$ cat src/rtl/fpu_wb_queue.sv
// Writeback queue behind a fixed 4-cycle FPU: credits issue so every result finds a slot.
// Head fields come straight from storage (no bypass); a result pushed into a full queue is dropped and flagged.
module fpu_wb_queue #(
  parameter int LG_PRF_WIDTH = 4,
  parameter int LG_ROB_WIDTH = 4,
  parameter int LG_FCR_WIDTH = 4,
  parameter int LG_DEPTH     = 3
) (
  input  logic                    clk,
  input  logic                    reset,
  input  logic                    fpu_start,
  input  logic                    in_val,
  input  logic                    in_cmp_val,
  input  logic [63:0]             in_y,
  input  logic [LG_ROB_WIDTH-1:0] in_rob_ptr,
  input  logic [LG_PRF_WIDTH-1:0] in_dst_ptr,
  input  logic [LG_FCR_WIDTH-1:0] in_fcr_ptr,
  output logic                    can_issue,
  output logic                    out_val,
  output logic                    out_is_fcr,
  output logic [63:0]             out_y,
  output logic [LG_ROB_WIDTH-1:0] out_rob_ptr,
  output logic [LG_PRF_WIDTH-1:0] out_dst_ptr,
  output logic [LG_FCR_WIDTH-1:0] out_fcr_ptr,
  input  logic                    out_ack,
  output logic                    overflow,
  output logic                    tag_err
);

  localparam int N = 1 << LG_DEPTH;

  logic [3:0]            s;
  logic [LG_DEPTH:0]     count;
  logic [LG_DEPTH-1:0]   rd_ptr;
  logic [LG_DEPTH-1:0]   wr_ptr;
  logic [2:0]            inflight;
  logic [LG_DEPTH+1:0]   used;
  logic                  full;
  logic                  push;
  logic                  push_ok;
  logic                  pop;

  logic                    is_fcr_q [N];
  logic [63:0]             y_q      [N];
  logic [LG_ROB_WIDTH-1:0] rob_q    [N];
  logic [LG_PRF_WIDTH-1:0] dst_q    [N];
  logic [LG_FCR_WIDTH-1:0] fcr_q    [N];

  // Every op in the FPU pipe already owns a queue slot, so the pipe can never stall.
  assign inflight  = {2'b00, s[0]} + {2'b00, s[1]} + {2'b00, s[2]} + {2'b00, s[3]};
  assign used      = {1'b0, count} + (LG_DEPTH+2)'(inflight);
  assign can_issue = used < (LG_DEPTH+2)'(N);

  assign full    = (count == (LG_DEPTH+1)'(N));
  assign out_val = (count != '0);
  assign pop     = out_ack & out_val;
  assign push    = in_val | in_cmp_val;
  // A full queue still accepts when the head leaves in the same cycle.
  assign push_ok = push & (~full | pop);

  assign out_is_fcr  = is_fcr_q[rd_ptr];
  assign out_y       = y_q[rd_ptr];
  assign out_rob_ptr = rob_q[rd_ptr];
  assign out_dst_ptr = dst_q[rd_ptr];
  assign out_fcr_ptr = fcr_q[rd_ptr];

  always_ff @(posedge clk) begin
    if (reset) begin
      s        <= '0;
      count    <= '0;
      rd_ptr   <= '0;
      wr_ptr   <= '0;
      overflow <= 1'b0;
      tag_err  <= 1'b0;
    end else begin
      s <= {fpu_start, s[3:1]};
      if (push_ok) wr_ptr <= wr_ptr + 1'b1;
      if (pop)     rd_ptr <= rd_ptr + 1'b1;
      case ({push_ok, pop})
        2'b10:   count <= count + 1'b1;
        2'b01:   count <= count - 1'b1;
        default: count <= count;
      endcase
      if (push & ~push_ok)     overflow <= 1'b1;
      if (in_val & in_cmp_val) tag_err  <= 1'b1;
    end
  end

  // Storage is not reset; it is only observable through out_val-qualified fields.
  always_ff @(posedge clk) begin
    if (push_ok) begin
      is_fcr_q[wr_ptr] <= in_cmp_val;
      y_q[wr_ptr]      <= in_y;
      rob_q[wr_ptr]    <= in_rob_ptr;
      dst_q[wr_ptr]    <= in_dst_ptr;
      fcr_q[wr_ptr]    <= in_fcr_ptr;
    end
  end

endmodule

$ cat config.mk
export PLATFORM = sky130hd
export DESIGN_NAME = fpu_wb_queue
export DESIGN_NICKNAME = d
export VERILOG_FILES = /design/src/rtl/fpu_wb_queue.sv
export SDC_FILE = /design/constraint.sdc
export NUM_CORES = 1
export LEC_CHECK = 0
export CORE_ASPECT_RATIO = 1.5
export CORE_UTILIZATION = 25
export CTS_CLUSTER_DIAMETER = 150
export CTS_CLUSTER_SIZE = 12
export DETAILED_ROUTE_END_ITERATION = 10
export GPL_TIMING_DRIVEN = 0
export SETUP_SLACK_MARGIN = 0.4
export SLEW_MARGIN = 20
export SYNTH_ARGS = -nofsm -noshare
export SYNTH_HDL_FRONTEND = slang
export SYNTH_SLANG_ARGS = --single-unit
$ cat constraint.sdc
create_clock -name clk -period 8.09 [get_ports clk]
set_input_delay 1.618 -clock clk [delete_from_list [all_inputs] [get_ports clk]]
set_output_delay 1.618 -clock clk [all_outputs]
set_load 0.05 [all_outputs]
# ---- After elaboration in Yosys (flattened, before gate mapping)
# Memories as Yosys holds them, arrays and structs flattened. A register that Yosys moved wholly into a read port is not among the register bits.
# Index checks and enable logic that the tools add are counted.
dict set report op_classes {
  order_cmp 1
  n_bitwise 8
  n_reduce_logical 2
  n_mux 13
  n_eq_ne 3
  n_addsub 8
}
# operator n
set op_table {}
lappend op_table {{two-way mux 3 bit} 10}
lappend op_table {{one-hot mux 4 bit (2 select lines)} 1}
lappend op_table {{adder 3 x 1 -> 3 bit, second input constant} 2}
lappend op_table {{adder 4 x 3 -> 5 bit} 1}
lappend op_table {{less-than comparator 5 x 4 -> 1 bit, second input constant} 1}
lappend op_table {{adder 4 x 1 -> 4 bit, second input constant} 1}
lappend op_table {{AND 1 bit} 4}
lappend op_table {{== test 4 bit, second input constant} 1}
lappend op_table {{nonzero test 4 bit} 1}
lappend op_table {{subtractor 4 x 1 -> 4 bit, second input constant} 1}
lappend op_table {{adder 2 x 1 -> 3 bit} 1}
lappend op_table {{adder 3 x 1 -> 3 bit} 1}
lappend op_table {{adder 1 x 1 -> 2 bit} 1}
lappend op_table {{== test 2 x 1 -> 1 bit, second input constant} 1}
lappend op_table {{== test 2 bit, second input constant} 1}
lappend op_table {{two-way mux 1 bit} 2}
lappend op_table {{inverter 1 bit} 2}
lappend op_table {{OR 1 bit} 2}
lappend op_table {{nonzero test 2 bit} 1}
dict set report word_totals {
  input_bits 82
  out_inout_bits 81
  mem_bits_rw 616
  memories 5
  wordCells 46
  reg_bits 16
}
# name depth width read_ports rd_clocked_by_memory_dff write_ports line
set memory_table {}
lappend memory_table {y_q 8 64 1 1 1 44} ;# logic [63:0] y_q [N];
lappend memory_table {dst_q 8 4 1 1 1 46} ;# logic [LG_PRF_WIDTH-1:0] dst_q [N];
lappend memory_table {fcr_q 8 4 1 1 1 47} ;# logic [LG_FCR_WIDTH-1:0] fcr_q [N];
lappend memory_table {rob_q 8 4 1 1 1 45} ;# logic [LG_ROB_WIDTH-1:0] rob_q [N];
lappend memory_table {is_fcr_q 8 1 1 1 1 43} ;# logic is_fcr_q [N];

# ---- Logic depth before layout (Yosys ltp)
dict set report logic_depth {
  word_depth 6
  ltp_mapped 9
  mapped_depth_nobuf 8
}

# ---- Worst setup path before layout
# No wires, ideal clock.
dict set report synth_path {
  path_kind {input-to-reg}
  startpoint {in out_ack}
  endpoint {mem dst_q[0][0], enable pin}
  t_arrival_ns 7.643
  setup_time_ns 0.607
  path_slack_ns -0.160
  n_path_buf 1
  cell_stages 5
  cell_sequence {clkbuf_1 nor2b_1 a21oi_1 nand2b_1 nor3_1}
}
dict set report synth_via {
  elab_chain_cells 5
}
# item line
set synth_lines {}
lappend synth_lines {{from (decl)} 25} ;# input logic out_ack,
lappend synth_lines {{AND 1 bit} 56} ;# assign pop = out_ack & out_val;
lappend synth_lines {{OR 1 bit} 59} ;# assign push_ok = push & (~full | pop);
lappend synth_lines {{AND 1 bit} 59}
lappend synth_lines {{two-way mux 1 bit} 91} ;# if (push_ok) begin
lappend synth_lines {{two-way mux 1 bit (implied by the code)} 95} ;# dst_q[wr_ptr] <= in_dst_ptr;
lappend synth_lines {{to (decl)} 46}
# No other way between the ends.

==> run_results.csv <==
group,metric,value,unit
run_status,status,"finished clean",
place,place_congestion,0.703,
run,cap_viol_max_count,0,
timing,timing.final.crit_share,66.1,%
route,drc_errors,0,
synth,synthCells,1008,
hold_path,hold_start,"s[2]$_SDFF_PP0_",
clock_network,cts_buffers,58,
die,core_area,95700,um^2
clock_network,cts.sinks,635,
grt,grt-ovfl-total,0,
clock_network,cts_hold_buf,0,
route,drtAntennaViolNets,0,
setup_path,slowest_delay,750,ps
synth,ys_seq_elements,635,
clock_network,htreeDepth,2,
setup_path,cp_common_cell,"clkbuf_1",
timing,hold_violations,0,
synth,yosys.area.top_type_share,76.7,%
die,die_area,97700,um^2
clock_network,cts.clk_slew.worst_paths,60,ps
clock_network,cts_root_buf,"clkbuf_16",
synth,synth_ff_type,"edfxtp_1",
grt,grt_util_met3,2.57,%
route,totalWireLength,58100,um
setup_path,critPathBufInv,4,
synth,synth_mux_area_share,18.1,%
synth,syn-mean-instance-area,23.9,um^2
synth,synth.area.top_cells,"edfxtp_1 (77%), mux4_2 (14%), mux2_2 (3.6%), dfxtp_1 (1.6%), buf_6 (0.47%)",
setup_path,crit_family,"buffers and inverters",
setup_path,crit_required,6470,ps
setup_path,crit_type,"register to primary output",
setup_path,worst_setup_path_start_kind,"register",
synth,yosys.cell_types.count,39,
timing,fmax,187,MHz
timing,fin_worst_skew,16.0,ps
synth,yosys.area_share.adder,0.477,%
place,port_buffers,160,
route,first_pass_iters,4,
grt,grt.met2_usage,20.8,%
final_layout,fin_util,31.2,%
clock_network,cts_resized,0,
die,pin_count,163,
final_layout,areaGrowthSynthToFinish,23.9,%
grt,antenna_found_initial,8,
timing,setup_viol,0,
place,hpwl,38200,um
synth,synth_edf_count,616,
timing,worstMarginPinSlew,959,ps
setup_path,r2r_start,"count[1]$_SDFFE_PP0P_",
place,placed_cells,2482,
clock_network,cts_tree,"yes",
timing,rsz0062_at_grt,"no",
clock_network,insertion_delay,620,ps
clock_network,cts.path.max_buffers,3,
timing,fin_ws,2740,ps
grt,use_met1,14.5,%
power,cellLeakagePower,9.09,nW
final_layout,drive_gt1_share,28.9,%
die,row_count,139,
power,p_per_area,306,nW/um^2
synth,synth_nets,1098,
hold_path,hp-class,"register to register",
die,die_h,382,um
synth,synth_area_leader_cell,"edfxtp_1",
final_layout,finalNonFillerCells,2567,
synth,synth_top_family_by_area,"multiplexers",
power,peakVddDrop,0.000185,V
die,dieWidth,256,um
synth,syn_area,24100,um^2
clock_network,post_cts_buffers,0,
setup_path,worst_ep_arrival_time,3730,ps
synth,async_flop_share,0,%
grt,grt.busiest_layer,"met2",
final_layout,finalNetCount,1363,
setup_path,path_cells,"clkbuf_1 -> buf_2 -> clkbuf_1 -> mux2_2 -> clkdlybuf4s50_1",
place,place_ws,3040,ps
setup_path,end_kind,"primary output",
timing,period_minus_slack,5350,ps
grt,grt_usage,11.8,%
timing,drv_slew,0,
route,vias_per_cell,4.29,
final_layout,n_antenna_cell,0,
die,initial_core_util,25.2,%
synth,synth_compound_area_share,0.799,%
grt,grt_first_pass_wirelength,84200,um
route,vias,11000,
timing,relSlewSlack,36.0,%
synth,synth_xor_area_share,0.182,%
synth,ys_warn_count,0,
setup_path,cp_max_fo,10,
route,routed_wire_length_per_instance,22.6,um
synth,synth-simple-area-share,0.934,%
grt,grt_pass1_vias,12200,
route,drt_iter0_markers,752,
grt,grt_max_degree,20,
final_layout,nFillCells,9138,
synth,ys_seq_area_share,78.3,%
setup_path,cp_slowest_cell,"clkbuf_1",
## through the flow
step | hold WS [ps] | setup TNS (ps) | power (W) | instance area (um^2)
final | 468 | 0 | 0.00914 | 29900
after detailed placement | 463 | 0 | 0.00679 | 28300
after global placement | 461 | -1780250 | 0.00672 | 27300
after floorplan | 439 | 0 | 0.00582 | 24100
after CTS | 475 | 0 | 0.00931 | 29900
after global routing | 492 | 0 | 0.00951 | 29900
## state kept, by name, summed over array words and instances (netlist names), 3 cells and up, named ones only
name,cells
rob_q,32
rd_ptr,3
count,4
is_fcr_q,8
fcr_q,32
dst_q,32
y_q,512
s,4
wr_ptr,3
## area by class of cell
cell class	instances	area [um^2]	share of cell area, %
buffer	49	282	0.943
clock buffer	83	1570	5.25
clock inverter	2	32.5	0.109
inverter	3	11.3	0.0377
multi-input combinational	321	5010	16.8
sequential	635	18900	63.2
tap	1269	1590	5.32
timing repair buffer	205	2500	8.36
## metal layers
metal	vias to the layer above	part of all wire (%)
li1	4787	-
met1	5857	41
met2	265	51
met3	88	5.1
met4	12	2.5
met5	-	0.15
## cell usage after synthesis (4+ instances only)
cell,number
nor2_1,19
buf_2,18
mux2_2,77
nor2b_1,5
dfxtp_1,19
nand2b_1,6
a21oi_1,11
ha_1,6
buf_6,10
clkbuf_1,20
mux4_2,154
nand2_1,7
edfxtp_1,616
a21o_1,4
nor3_1,4
## cells by family (layout without fill, tap and decap cells)
kind of cell,after synthesis,count (layout)
XOR/XNOR,5,5
AND/OR/NAND/NOR,47,47
flip-flops,635,635
AO/OA/AOI/OAI,27,27
adder cells (fa/ha/maj),8,8
buffers and inverters,52,342
multiplexers,234,234
## final timing paths
path                                        endpoint  slack (ps)  cells after the start
worst min-delay path                 s[1]$_SDFF_PP0_         470                      1
worst max-delay path                       out_y[56]        2740                      5
worst max register to register  y_q[0][29]$_DFFE_PP_        5090                      7
worst min register to register       s[1]$_SDFF_PP0_         470                      1
## where the power goes
group	switching, W	leakage, nW	total (W)	internal [W]
registers	0.0000501	5.78	0.00385	0.00380
clock network	0.00116	0.769	0.00249	0.00132
logic	0.00161	2.54	0.00279	0.00118
total	0.00282	9.09	0.00914	0.00631
## placed cells by master, fill, tap and decap left out, types with 3 or more instances in the layout
master,n
a21o_1,4
a21oi_1,11
buf_12,18
buf_16,11
buf_2,18
buf_6,12
buf_8,14
clkbuf_1,44
clkbuf_16,59
clkdlybuf4s50_1,160
dfxtp_1,19
edfxtp_1,616
ha_1,6
inv_1,3
mux2_2,77
mux4_2,154
nand2_1,7
nand2b_1,6
nor2_1,13
nor2_4,6
nor2b_1,5
xnor2_1,3
(Power assumes the default switching activity.)
==> RTL change, RTL diff (same settings) <==
One comparison of `count` changes from == to >=.
--- a/src/rtl/fpu_wb_queue.sv
+++ b/src/rtl/fpu_wb_queue.sv
@@ -53,3 +53,3 @@
 
-  assign full    = (count == (LG_DEPTH+1)'(N));
+  assign full    = (count >= (LG_DEPTH+1)'(N));
   assign out_val = (count != '0);
Behaviour: no difference found for any inputs over 4 cycles, from zero or initial values and one cycle with reset high; that may be too few to reach the edited logic, so the function may still have changed.
==> RTL change against the unedited design <==
- count of clock-buffer cells in the layout is 1 higher
- power grew 2.1%
- register-to-register slack improved by 370 ps
- final cell count decreased by 0.97%
- sequential cell count unchanged
- cell area is 0.42% higher
- sequential share of layout area decreased by 0.27 points
- routed wire length decreased by 1.9%
- fmax rose by 2.5%
- setup slack improved by 130 ps
- area after synthesis increased by 0.66%
- clock skew increased by 6.2 ps
- largest cell class unchanged
==> RTL change: results (changes against the unedited design) <==
[status]
outcome = finished, final reports clean

[logic_synthesis]
seq_area_frac_synth = 0.778  ; -0.00512
synth_common_cells = edfxtp_1, mux4_2, mux2_4
synthesis.nets = 1075  ; -2.1%
synthTopCellsByArea = edfxtp_1, mux4_2, mux2_4
synth.distinct_cells = 36  ; -7.7%
syn_inst = 985  ; -2.3%

[sta]
max_slew.worst_pin.slew_ps = 1110  ; +149 ps
finClkSkew_ps = 22.2  ; +6.21 ps

[routing]
wl_per_cell_um = 22.4  ; -0.98%
wl_met3_um = 2660  ; -11%
m1WireLength_um = 23700  ; -0.78%
viasPerCell = 4.26  ; -0.69%
route.met2.wl_um = 29400  ; -1.2%
drt_iter0_markers = 588  ; -22%
routed_wl_um = 57000  ; -1.9%

[finish]
finalNetCount = 1338  ; -1.8%
drive_gt1_frac = 0.295  ; +0.00591

[setup_path]
arrival_ps = 3600  ; -130 ps
cp_max_fo = 11  ; +1
crit_type = flop to output port
r2r-start = count[3]
regToRegSetupSlack_ps = 5460  ; +370 ps
reg2reg_to = y_q[6][21]
r2r_cells = 5  ; -2
cp-endpoint = out_rob_ptr[3]

[global_routing]
grtUsageTotal = 0.116  ; -0.00194
antenna_found_initial = 8  ; unchanged
grt_util_met1 = 0.143  ; -0.00113
grt_pass1_vias = 12100  ; -0.67%
use_met2 = 0.205  ; -0.00262
grt_pass1_wl_um = 83700  ; -0.60%
met3_usage = 0.0242  ; -0.00148

[place]
place_congestion = 0.681  ; -3.1%
dp_cells = 2457  ; -1.0%
numPortBuffers = 161  ; +0.63%
dp_hpwl_um = 37800  ; -1.1%

[power]
vdd_drop_max_uv = 192  ; +3.7%
power_uw = 9330  ; +2.1%
power_frac_clock = 0.265  ; -0.007
p_leak_uw = 0.00927  ; +2.0%
swShare = 0.303  ; -0.00569

[worst_hold_path]
hold_path_startpoint = s[2]
hold_path_depth = 1  ; unchanged

RTL change: final cells by class:
cell class	instances	area, um2
plain buffers	45	317
diodes	1	2.50
fillers	9171	66000
flip-flops and latches	635	18900
repair buffers	203	2450
inverters	3	11.3
clock buffers	84	1610
well taps	1269	1590
multi-input cells	302	5130
RTL change: kinds of logic after synthesis:
logic type | synth area share
compound gates | 0.00459
xor+xnor | 0.00180
fa+ha+maj | 0.00474
buf+inv | 0.0135
flops | 0.778
mux | 0.190
simple gates | 0.00794
RTL change: critical path: stages (launching register included):
cell	delay [ps]
dfxtp_1	300
buf_2	400
clkbuf_1	770
mux4_2	410
mux2_2	270
clkdlybuf4s50_1	820
RTL change: through the flow:
stage               setup WS, ps  hold slack (ps)  TNS (ps)  instance area (um2)  utilization
floorplan                   2220              439         0                24300            -
global placement           -2870              459  -1575900                27500        0.286
detailed placement          3440              466         0                28400        0.296
CTS                         2760              473         0                30000        0.312
global route                2750              482         0                30000        0.312
finish                      2870              474         0                30000        0.312
